<file path="src/rtl/rawp_dma_writer.sv">
// rawp_dma_writer: stream-to-memory DMA writer for the raw port of the
// capture RAM. It writes accepted 32-bit words to consecutive word
// addresses from a programmed base, in one-shot or ring mode, and reports
// progress (write pointer, committed word count, wrap/done pulses, error).
module rawp_dma_writer #(
  parameter int ADDR_WIDTH = 12,
  parameter int LEN_WIDTH  = ADDR_WIDTH - 2
) (
  input  logic                  rawp_clk,
  input  logic                  rst,
  input  logic [ADDR_WIDTH-1:0] cfg_base_i,
  input  logic [LEN_WIDTH-1:0]  cfg_len_i,
  input  logic                  cfg_ring_i,
  input  logic                  cfg_start_i,
  input  logic                  cfg_stop_i,
  input  logic [31:0]           s_dat_i,
  input  logic                  s_valid_i,
  output logic                  s_ready_o,
  output logic [ADDR_WIDTH-1:0] rawp_adr_o,
  output logic [31:0]           rawp_dat_o,
  output logic                  rawp_we_o,
  input  logic                  rawp_stall_i,
  output logic                  busy_o,
  output logic [ADDR_WIDTH-1:0] wr_ptr_o,
  output logic [LEN_WIDTH-1:0]  words_o,
  output logic                  wrap_o,
  output logic                  done_o,
  output logic                  err_o
);

  typedef enum logic [1:0] {
    ST_IDLE,
    ST_RUN,
    ST_FLUSH
  } state_t;

  state_t                state_q, state_d;
  logic [ADDR_WIDTH-1:0] base_q, base_d;
  logic [LEN_WIDTH-1:0]  len_q, len_d;
  logic                  ring_q, ring_d;
  logic [LEN_WIDTH-1:0]  idx_q, idx_d;
  logic [ADDR_WIDTH-1:0] adr_q, adr_d;
  logic [31:0]           dat_q, dat_d;
  logic                  we_q, we_d;
  logic                  we_dly_q, we_dly_d;
  logic [ADDR_WIDTH-1:0] wr_ptr_q, wr_ptr_d;
  logic [LEN_WIDTH-1:0]  words_q, words_d;
  logic                  wrap_q, wrap_d;
  logic                  done_q, done_d;
  logic                  err_q, err_d;

  logic                  err_hit;
  logic                  accept;
  logic                  last_beat;
  logic [ADDR_WIDTH-1:0] start_base;

  // Back-pressure is combinational from the RAM stall flag and the stop request.
  always_comb begin
    s_ready_o = (state_q == ST_RUN) & ~rawp_stall_i & ~cfg_stop_i;
  end

  // Next-state logic: config latch, beat acceptance, pointer/count tracking, error abort.
  always_comb begin
    state_d    = state_q;
    base_d     = base_q;
    len_d      = len_q;
    ring_d     = ring_q;
    idx_d      = idx_q;
    adr_d      = adr_q;
    dat_d      = dat_q;
    we_d       = 1'b0;
    we_dly_d   = we_q;
    wr_ptr_d   = wr_ptr_q;
    words_d    = words_q;
    wrap_d     = 1'b0;
    done_d     = 1'b0;
    err_d      = err_q;
    err_hit    = we_dly_q & rawp_stall_i;
    accept     = s_valid_i & s_ready_o;
    last_beat  = (idx_q == (len_q - LEN_WIDTH'(1)));
    start_base = {cfg_base_i[ADDR_WIDTH-1:2], 2'b00};

    if (we_dly_q && !rawp_stall_i && (words_q != '1)) begin
      words_d = words_q + LEN_WIDTH'(1);
    end

    case (state_q)
      ST_IDLE: begin
        if (err_hit) begin
          err_d = 1'b1;
        end
        if (cfg_start_i && !cfg_stop_i) begin
          base_d   = start_base;
          len_d    = cfg_len_i;
          ring_d   = cfg_ring_i;
          idx_d    = '0;
          wr_ptr_d = start_base;
          words_d  = '0;
          err_d    = 1'b0;
          if (cfg_len_i != '0) begin
            state_d = ST_RUN;
          end else begin
            done_d = 1'b1;
          end
        end
      end
      ST_RUN: begin
        if (cfg_stop_i) begin
          state_d = ST_IDLE;
        end else if (accept) begin
          adr_d = wr_ptr_q;
          dat_d = s_dat_i;
          we_d  = 1'b1;
          if (last_beat && ring_q) begin
            idx_d    = '0;
            wr_ptr_d = base_q;
            wrap_d   = 1'b1;
          end else begin
            idx_d    = idx_q + LEN_WIDTH'(1);
            wr_ptr_d = wr_ptr_q + ADDR_WIDTH'(4);
            if (last_beat) begin
              state_d = ST_FLUSH;
            end
          end
        end
      end
      ST_FLUSH: begin
        state_d = ST_IDLE;
        done_d  = 1'b1;
      end
      default: begin
        state_d = ST_IDLE;
      end
    endcase

    // A stalled write aborts an active transfer and suppresses its pulses.
    if (err_hit && (state_q != ST_IDLE)) begin
      err_d   = 1'b1;
      state_d = ST_IDLE;
      done_d  = 1'b0;
      wrap_d  = 1'b0;
    end
  end

  // Register all state and outputs; reset returns to IDLE with every output cleared.
  always_ff @(posedge rawp_clk or posedge rst) begin
    if (rst) begin
      state_q  <= ST_IDLE;
      base_q   <= '0;
      len_q    <= '0;
      ring_q   <= 1'b0;
      idx_q    <= '0;
      adr_q    <= '0;
      dat_q    <= '0;
      we_q     <= 1'b0;
      we_dly_q <= 1'b0;
      wr_ptr_q <= '0;
      words_q  <= '0;
      wrap_q   <= 1'b0;
      done_q   <= 1'b0;
      err_q    <= 1'b0;
    end else begin
      state_q  <= state_d;
      base_q   <= base_d;
      len_q    <= len_d;
      ring_q   <= ring_d;
      idx_q    <= idx_d;
      adr_q    <= adr_d;
      dat_q    <= dat_d;
      we_q     <= we_d;
      we_dly_q <= we_dly_d;
      wr_ptr_q <= wr_ptr_d;
      words_q  <= words_d;
      wrap_q   <= wrap_d;
      done_q   <= done_d;
      err_q    <= err_d;
    end
  end

  assign rawp_adr_o = adr_q;
  assign rawp_dat_o = dat_q;
  assign rawp_we_o  = we_q;
  assign busy_o     = (state_q != ST_IDLE);
  assign wr_ptr_o   = wr_ptr_q;
  assign words_o    = words_q;
  assign wrap_o     = wrap_q;
  assign done_o     = done_q;
  assign err_o      = err_q;

endmodule

</file>
<file path="config.mk">
export PLATFORM = sky130hd
export DESIGN_NAME = rawp_dma_writer
export DESIGN_NICKNAME = d
export VERILOG_FILES = /design/src/rtl/rawp_dma_writer.sv
export SDC_FILE = /design/constraint.sdc
export NUM_CORES = 1
export LEC_CHECK = 0
export ABC_AREA = 1
export ABC_CLOCK_PERIOD_IN_PS = 7200
export CAP_MARGIN = 20
export CELL_PAD_IN_SITES_DETAIL_PLACEMENT = 1
export CELL_PAD_IN_SITES_GLOBAL_PLACEMENT = 1
export CORE_MARGIN = 2
export CORE_UTILIZATION = 38
export CTS_BUF_LIST = sky130_fd_sc_hd__clkbuf_8 sky130_fd_sc_hd__clkbuf_16
export CTS_CLUSTER_SIZE = 28
export DETAILED_ROUTE_END_ITERATION = 8
export PLACE_DENSITY = 0.91
export SYNTH_ARGS = -nofsm -noshare
export SYNTH_HDL_FRONTEND = slang
export SYNTH_SLANG_ARGS = --single-unit
</file>
<file path="constraint.sdc">
create_clock -name rawp_clk -period 7.2 [get_ports rawp_clk]
set_clock_uncertainty 0.2 [all_clocks]
set_input_delay 1.08 -clock rawp_clk [delete_from_list [all_inputs] [get_ports rawp_clk]]
set_output_delay 1.08 -clock rawp_clk [all_outputs]
set_load 0.02 [all_outputs]
</file>
== Word level (Yosys, flattened, before mapping) ==
Index checks and enable logic that the tools add are counted.

* Output and inout port bits: 72
* RAM bits: 0
* Register bits after elaboration: 104
* Input bits: 61
* Bits in read-only memories: 0
* Bits in latches: 0
* Logic and storage cells: 91
* Memories: 0

* Divide/modulo/power cells: 0
* Shift-type cells: 0
* Equality and inequality tests: 12
* Add/subtract/negate cells: 4
* Bitwise gates (word level): 6
* $mul: 0
* Reductions and logical operators: 18
* Order comparisons: 0
* Multiplexer cells: 37

{| class="wikitable"
|+ Operators by type and width
! operator !! number
|-
| 2-to-1 mux 10 bit || 7
|-
| 2-to-1 mux 12 bit || 4
|-
| case mux 12 bit (2 select lines) || 1
|-
| adder 10 x 1 -> 10 bit, second input constant || 2
|-
| case mux 10 bit (2 select lines) || 1
|-
| 2-to-1 mux 1 bit || 15
|-
| 2-to-1 mux 2 bit || 7
|-
| adder 12 x 3 -> 12 bit, second input constant || 1
|-
| != test 4 x 3 -> 1 bit, second input constant || 3
|-
| == test 10 bit || 1
|-
| != test 10 bit, second input constant || 1
|-
| nonzero test 10 bit || 1
|-
| subtractor 10 x 1 -> 10 bit, second input constant || 1
|-
| != test 2 bit, second input constant || 3
|-
| != test 3 bit, second input constant || 2
|-
| nonzero test 2 bit || 3
|-
| logical AND 1 bit || 5
|-
| AND reduction 5 bit || 1
|-
| bitwise AND 1 bit || 4
|-
| case mux 2 bit (2 select lines) || 1
|-
| AND reduction 2 bit || 2
|-
| AND reduction 4 bit || 1
|-
| AND reduction 3 bit || 1
|-
| nonzero test 3 bit || 1
|-
| other kinds (6) || 8
|}

== Longest topological paths before layout ==
Gate-level depths: netlist of the first run.

* Depth in word-level cells: 8
* Gate-level depth with buffers: 16
* Mapped depth without buffers: 16

== Worst setup path before layout of the first run ==
Ideal clock, no wire load.

* Kind: input to output
* From: input rawp_stall_i
* To: output s_ready_o
* Cell stages on the path: 1
* Setup slack: 4458 ps
* Buffers on the path: 0
* Data required time: 5920 ps
* Arrival time: 1462 ps
* Cells stage by stage: nor3_2

* Cells in the longest elaborated chain, start to end: 3

{| class="wikitable"
|+ Ends and longest elaborated chain
! what !! line !! source
|-
| start: declaration || 22 || <nowiki>input logic rawp_stall_i,</nowiki>
|-
| inverter 1 bit || 59 || <nowiki>s_ready_o = (state_q == ST_RUN) & ~rawp_stall_i & ~cfg_stop_i;</nowiki>
|-
| bitwise AND 1 bit (2 in a row) || 59 ||
|-
| end: declaration || 18 || <nowiki>output logic s_ready_o,</nowiki>
|}

Every way passes these cells.

== Worst setup path after layout of the first run ==
* From: register state_q[1]
* To: output s_ready_o

* Cells in the longest elaborated chain, start to end: 3

{| class="wikitable"
|+ Ends and longest elaborated chain
! what !! line !! source
|-
| start: declaration || 37 || <nowiki>state_t state_q, state_d;</nowiki>
|-
| start signal: assignment || 163 || <nowiki>state_q <= state_d;</nowiki>
|-
| == test 2 x 1 -> 1 bit || 59 ||
|-
| bitwise AND 1 bit (2 in a row) || 59 ||
|}

Every way passes these cells.

==> qor.log, run 1 <==
[run_status] result of the run complete, no violations
[power] share of total power in sequential cells 40.0%
[sta] final hold violations 0
[sta] fin crit period 4.12 ns
[setup_path] Largest stage delay, worst path 0.67 ns
[setup_path] CP Cell Sequence nor2_1 -> inv_1 -> nor3_2 -> clkdlybuf4s50_1
[yosys] count of unique library cells instantiated by Yosys 29
[global_routing] number of global-route vias before repair 4992
[clock_network] Num Clock Sinks 100
[clock_network] Root Buffer Master clkbuf_16
[sta] Achievable Freq 243 MHz
[setup_path] worst-path cell with the longest stage delay clkdlybuf4s50_1
[setup_path] crit path buf inv count 2
[setup_path] crit-path leading delay family buffers and inverters
[yosys] top post-synthesis cells by area dfrtp_1 (51%), nand2_1 (17%), inv_1 (5.4%), nor2_1 (4.1%), o21ai_0 (3.4%)
[setup_path] launching instance or port of the critical path state_q[1]
[power] proportion of power drawn by the clock network 24.7%
[power] Gate power share 35.3%
[global_routing] total grt overflow 0
[sta] Worst-Margin Slew 0.829 ns
[setup_path] endpoint required time on the critical path 5.92 ns
[setup_path] kind of launch point of the worst setup path register
[die] Starting Density 38.9%
[detailed_routing] detailed-route wire length 15000 um
[detailed_routing] number of iterations in the first detailed-routing pass 4
[setup_path] crit path max fanout 12
[power] static power due to leakage 3.17 nW
[global_routing] largest net degree at the start of global routing 54
[power] internal power component 1.23 mW
[sta] Final setup viols 0
[setup_path] endpoint class of the critical path primary output
[detailed_routing] detailed-route wire length per cell 16.2 um
[sta] number of slew-limit violations in the final report 0
[yosys] count of warnings emitted by yosys 0
[global_routing] all-layer global routing usage 22.7%
[yosys] post-synthesis area per instance 7.80 um^2
[sta] final clock period utilization by the worst path 57.2%
[die] FP Rows 41
[finish] proportion of layout cells with a drive suffix above 1 3.72%
[clock_network] clock buffer count from CTS 9
[worst_hold_path] HP Class register to register
[clock_network] post-cts sizing count 0
[clock_network] H-tree levels 3
[die] core box area 12600 um^2
[yosys] post-synthesis instance total 629
[detailed_routing] Residual DRC 0
[global_routing] number of antenna violations at the first check in global routing 0
[die] Die H 118 um
[power] share of total power consumed by net switching 36.3%
[placement] post-detail-place hpwl 10800 um
[yosys] Yosys reg bits 100
[finish] layout overhead on the synthesized area 34.6%
[clock_network] latest clock arrival within the worst-skew pair 0.35 ns
[yosys] synthesized cell area 4900 um^2
[clock_network] number of post-CTS setup repair buffers 0
[clock_network] TritonCTS clock tree done
[setup_path] critical path class register to primary output
[clock_network] Max Buffers Root-to-Sink 2
[clock_network] hold-fix buffers at CTS 0
[detailed_routing] number of vias in the routed layout 4607
[global_routing] first-pass GRT wire length 25200 um
[finish] total inserted antenna cells 0
[clock_network] clock transition at the registers of the reported paths 0.07 ns
[yosys] biggest area consumer among synthesized cells dfrtp_1
[sta] unrepaired setup endpoints after global routing no
[die] x dimension of the die 118 um
[finish] # fillers 1572
[power] worst-case vdd ir drop 145 uV
[detailed_routing] First DRT Iteration DRCs 196
[finish] Post-layout nets 812
[die] I/O pin total 133
[sta] Slew headroom 44.5%
[sta] sum of negative setup slack 0 ns
[setup_path] Crit Reg-Reg Startpoint state_q[1]
[yosys] area share of the leading cell type in the synthesized netlist 51.0%
[detailed_routing] post-detailed-route count of antenna-violating nets 0
[placement] gpl congestion 0.856
[worst_hold_path] startpoint of the most critical hold path rawp_we_o
[die] Die Footprint 13800 um^2
[placement] Port Buffers 126
[power] P per Cell Area 294 nW/um^2
[detailed_routing] per-cell via count in the routed design 4.99
[job] number of max-cap violations 0
[yosys] sequential element share of the synthesized area 51.0%
[placement] placed cell area 6290 um^2
[finish] post-layout instance area 6600 um^2
[setup_path] worst endpoint data arrival time 2.84 ns
[power] total net switching power 0.704 mW
-- cell families after synthesis --
logic type | share of synthesized area [%]
other | 0.0765
buffers and inverters | 8.11
AO/OA/AOI/OAI | 7.40
XOR/XNOR | 3.93
flip-flops | 51.0
AND/OR/NAND/NOR | 28.4
adder cells (fa/ha/maj) | 1.02
-- cells in the final DEF, fill, tap and decap left out, drive strengths merged --
| cell type | Yosys | final |
|---|---|---|
| a211o | 1 | 1 |
| a21oi | 25 | 25 |
| a31oi | 1 | 1 |
| buf | 13 | 4 |
| clkbuf | 13 | 12 |
| clkdlybuf4s50 | 0 | 126 |
| clkinv | 0 | 2 |
| conb | 1 | 4 |
| dfrtp | 100 | 100 |
| ha | 4 | 4 |
| inv | 71 | 73 |
| nand2 | 222 | 222 |
| nand3 | 29 | 29 |
| nand4 | 16 | 16 |
| nor2 | 56 | 56 |
| nor3 | 10 | 10 |
| nor3b | 1 | 1 |
| nor4 | 2 | 2 |
| o21ai | 33 | 33 |
| o22ai | 8 | 8 |
| o31ai | 1 | 1 |
| xnor2 | 6 | 6 |
| xor2 | 16 | 16 |
-- final timing paths --
path                                  to  cells after the start  slack [ns]
setup / recovery               s_ready_o                      4        3.08
max in group asynchronous     words_o[1]                      3        4.69
setup reg to reg                idx_q[7]                      8        3.43
min in group asynchronous  rawp_dat_o[8]                      2        0.97
hold reg to reg                 we_dly_q                      0        0.18
hold / removal                  we_dly_q                      0        0.18
-- synthesized netlist by cell type --
master and count:
nand2_2 4, a211o_1 1, nor3_2 2, clkbuf_1 13, nor4_1 2, ha_1 4
nor2_2 1, nand3_1 29, o21ai_0 33, nand4_2 1, a31oi_1 1, inv_1 71
o22ai_1 8, xor2_1 16, nor3_1 8, nor2_1 54, nor3b_1 1, nand2_1 218
nor2_4 1, o31ai_1 1, nand4_1 15, xnor2_1 6, conb_1 1, dfrtp_1 100
a21oi_1 25, buf_4 5, buf_6 1, buf_2 6, buf_1 1
-- area by class of cell --
| cell class | instances | area (um^2) | share of cell area, % |
|---|---|---|---|
| clock inverter | 4 | 25.0 | 0.379 |
| multi-input combinational | 435 | 2020 | 30.5 |
| clock buffer | 12 | 267 | 4.04 |
| timing repair buffer | 130 | 1310 | 19.8 |
| inverter | 71 | 269 | 4.08 |
| sequential | 100 | 2500 | 37.9 |
| tap | 172 | 215 | 3.26 |
-- state kept, by name (all words and copies together) (netlist names) --
register and flops:
base_q 10, done_o 1, err_o 1, idx_q 10
len_q 10, rawp_adr_o 10, rawp_dat_o 32, rawp_we_o 1
ring_q 1, state_q 2, we_dly_q 1, words_o 10
wr_ptr_o 10, wrap_o 1
-- stage by stage --
step,utilization [%],setup WS [ns],std cells,total power [mW],hold WS (ns)
finish,52.3,3.08,924,1.94,0.184
global route,52.3,2.77,924,2.06,0.197
CTS,52.2,3.12,923,1.96,0.187
detailed placement,49.9,3.31,907,1.46,0.166
global placement,49.8,2.94,906,1.43,0.162
floorplan,-,3.30,632,1.14,0.269
-- routing by layer --
metal	part of all wire (%)	GRT usage [%]	routed length (um)
met1	41	26.7	6120
met2	52	40.7	7860
met3	5.2	5.23	779
met4	1.5	7.23	220
met5	0	0	0
-- power by group through the flow --
| stage | registers (mW) | clock network, mW | logic [mW] |
|---|---|---|---|
| 3_5_place_dp | 0.784 | 0 | 0.680 |
| 3_3_place_gp | 0.775 | 0 | 0.653 |
| 5_1_grt | 0.791 | 0.519 | 0.751 |
| 2_1_floorplan | 0.874 | 0 | 0.268 |
| 4_1_cts | 0.776 | 0.489 | 0.691 |
| 6_report | 0.775 | 0.480 | 0.685 |
Power figures use the tool's default switching activity.
==> inputs of run 2 (changes only) <==
--- a/config.mk
+++ b/config.mk
@@ -6,16 +6,16 @@
 export NUM_CORES = 1
 export LEC_CHECK = 0
 export ABC_AREA = 1
-export ABC_CLOCK_PERIOD_IN_PS = 7200
+export ABC_CLOCK_PERIOD_IN_PS = 3400
 export CAP_MARGIN = 20
 export CELL_PAD_IN_SITES_DETAIL_PLACEMENT = 1
 export CELL_PAD_IN_SITES_GLOBAL_PLACEMENT = 1
 export CORE_MARGIN = 2
-export CORE_UTILIZATION = 38
+export CORE_UTILIZATION = 31
 export CTS_BUF_LIST = sky130_fd_sc_hd__clkbuf_8 sky130_fd_sc_hd__clkbuf_16
 export CTS_CLUSTER_SIZE = 28
 export DETAILED_ROUTE_END_ITERATION = 8
-export PLACE_DENSITY = 0.91
+export PLACE_DENSITY = 0.8
 export SYNTH_ARGS = -nofsm -noshare
 export SYNTH_HDL_FRONTEND = slang
 export SYNTH_SLANG_ARGS = --single-unit
==> constraint.sdc (replaced) <==
create_clock -name rawp_clk -period 3.4 [get_ports rawp_clk]
set_clock_uncertainty 0.2 [all_clocks]
set_input_delay 0.51 -clock rawp_clk [delete_from_list [all_inputs] [get_ports rawp_clk]]
set_output_delay 0.51 -clock rawp_clk [all_outputs]
set_load 0.02 [all_outputs]
==> run 2 against run 1 <==
  * Clock power is 100% higher
  * Design area is 1.2% higher
  * Global-route usage is 4.1 points lower
  * Setup slack worse by 2.6 ns
  * Wire length is 0.27% higher
  * Sequential power is 110% higher
  * Cell count is 4.9% higher
  * Core utilization is 8.7 points lower
  * Sequential share of layout area is 0.45 points lower
  * First-iteration DRC count is 2.6% lower
  * Sequential cell count stayed put
  * Via count is 0.96% lower
==> qor.log, run 2 (same netlist as run 1, synthesis figures left out) <==
[power] static power due to leakage 3.17 nW
[sta] Final setup viols 0
[clock_network] Num Clock Sinks 100
[detailed_routing] First DRT Iteration DRCs 191
[die] core box area 15300 um^2
[finish] total inserted antenna cells 0
[sta] number of slew-limit violations in the final report 0
[sta] Worst-Margin Slew 0.742 ns
[clock_network] number of post-CTS setup repair buffers 0
[detailed_routing] WL met1 6460 um
[finish] flip-flop count of the largest register, all copies and words added 32
[die] I/O pin total 133
[sta] sum of negative setup slack 0 ns
[sta] fin crit period 2.97 ns
[global_routing] first-pass GRT wire length 24900 um
[detailed_routing] number of iterations in the first detailed-routing pass 4
[sta] final hold violations 0
[clock_network] clock buffer count from CTS 9
[global_routing] largest net degree at the start of global routing 58
[finish] # fillers 1888
[die] Die Footprint 16800 um^2
[job] number of max-cap violations 0
[global_routing] number of antenna violations at the first check in global routing 1
[detailed_routing] detailed-route wire length per cell 15.5 um
[finish] leading cell type in the layout, fill and taps excluded nand2_1
[detailed_routing] Residual DRC 0
[global_routing] all-layer global routing usage 18.5%
[finish] top library cells by usage in the layout, fill and taps aside nand2_1 (218), clkdlybuf4s50_1 (126), dfrtp_1 (100)
[detailed_routing] post-detailed-route count of antenna-violating nets 0
[global_routing] total grt overflow 0
[run_status] result of the run complete, no violations
[clock_network] Root Buffer Master clkbuf_16
[setup_path] kind of launch point of the worst setup path register
[global_routing] number of global-route vias before repair 5062
[placement] post-detail-place hpwl 11100 um
[clock_network] clock transition at the registers of the reported paths 0.07 ns
[clock_network] Max Buffers Root-to-Sink 2
[clock_network] hold-fix buffers at CTS 0
[die] Die H 130 um
[sta] Achievable Freq 337 MHz
[setup_path] endpoint required time on the critical path 2.69 ns
[power] P per Cell Area 610 nW/um^2
[placement] gpl congestion 0.882
[finish] proportion of layout cells with a drive suffix above 1 4.75%
[setup_path] crit path max fanout 12
[finish] Post-layout nets 818
[detailed_routing] Met2 Wirelength 7460 um
[clock_network] TritonCTS clock tree done
[detailed_routing] met3 layer wire length in the routed design 880 um
[power] worst-case vdd ir drop 242 uV
[detailed_routing] detailed-route wire length 15000 um
[detailed_routing] number of vias in the routed layout 4563
[sta] final clock period utilization by the worst path 87.3%
[die] Starting Density 32.0%
[setup_path] critical path class register to primary output
[detailed_routing] per-cell via count in the routed design 4.71
[die] FP Rows 45
[clock_network] post-cts sizing count 0
[setup_path] worst endpoint data arrival time 2.26 ns
[clock_network] latest clock arrival within the worst-skew pair 0.35 ns
[finish] total area of multi-input combinational cells 2020 um^2
[setup_path] endpoint class of the critical path primary output
[sta] unrepaired setup endpoints after global routing no
[placement] Port Buffers 126
[worst_hold_path] HP Class register to register
[finish] layout overhead on the synthesized area 36.2%
[die] x dimension of the die 130 um
[sta] Slew headroom 50.6%
[finish] sequential standard cell area 2500 um^2
[detailed_routing] highest metal used met4
[clock_network] H-tree levels 3
[power] power after layout 4.07 mW
-- run 2: cell count changes in the layout (fill, tap and decap cells not counted), sizes merged --
cell      previous run  this run
clkbuf              12         9
clkinvlp             0         6
clkinv               2         1
buf                  4        10
inv                 73        71
-- run 2: area by class of cell --
class / count / area share [%]
Tap cell: 211 / 3.95
Sequential cell: 100 / 37.5
Multi-Input combinational cell: 435 / 30.2
Inverter: 71 / 4.03
Clock inverter: 7 / 0.806
Clock buffer: 9 / 3.37
Timing Repair Buffer: 136 / 20.2
-- run 2: routing by layer --
metal	up-vias	track usage (%)
met5	-	0
met4	0	4.74
met3	19	5.04
met2	91	32.2
met1	2239	22.8
li1	2214	-
-- run 2: path summary, 6_finish.rpt --
| path | from | to | slack (ns) | cells after the start |
|---|---|---|---|---|
| worst max-delay path | state_q[1] | s_ready_o | 0.43 | 5 |
| worst min-delay path | rawp_we_o | we_dly_q | 0.19 | 0 |
| worst max register to register | len_q[0] | idx_q[6] | 0.60 | 11 |
| worst min register to register | rawp_we_o | we_dly_q | 0.19 | 0 |
| max in group asynchronous | rst | rawp_dat_o[7] | 1.83 | 3 |
| min in group asynchronous | rst | rawp_dat_o[15] | 0.44 | 2 |
-- run 2: worst max-delay path: stages, from the launching register on --
cell	delay, ns
dfrtp_1	0.40
nor2_1	0.12
buf_4	0.21
inv_1	0.27
nor3_2	0.26
clkdlybuf4s50_1	0.66
-- run 2: metrics by stage --
step | setup slack [ns] | hold slack (ns) | utilization, % | instances | cell area (um^2)
finish | 0.432 | 0.191 | 43.6 | 969 | 6680
global route | 0.270 | 0.203 | 43.6 | 969 | 6680
CTS | 0.421 | 0.199 | 43.6 | 969 | 6680
detailed placement | 0.660 | 0.183 | 41.8 | 953 | 6400
global placement | 0.755 | 0.162 | 41.8 | 953 | 6400
floorplan | 0.0712 | 0.269 | - | 632 | 4920
-- run 2: where the power goes --
part	internal (mW)	switching [mW]
sequential	1.44	0.198
combinational	0.634	0.825
clock	0.498	0.480
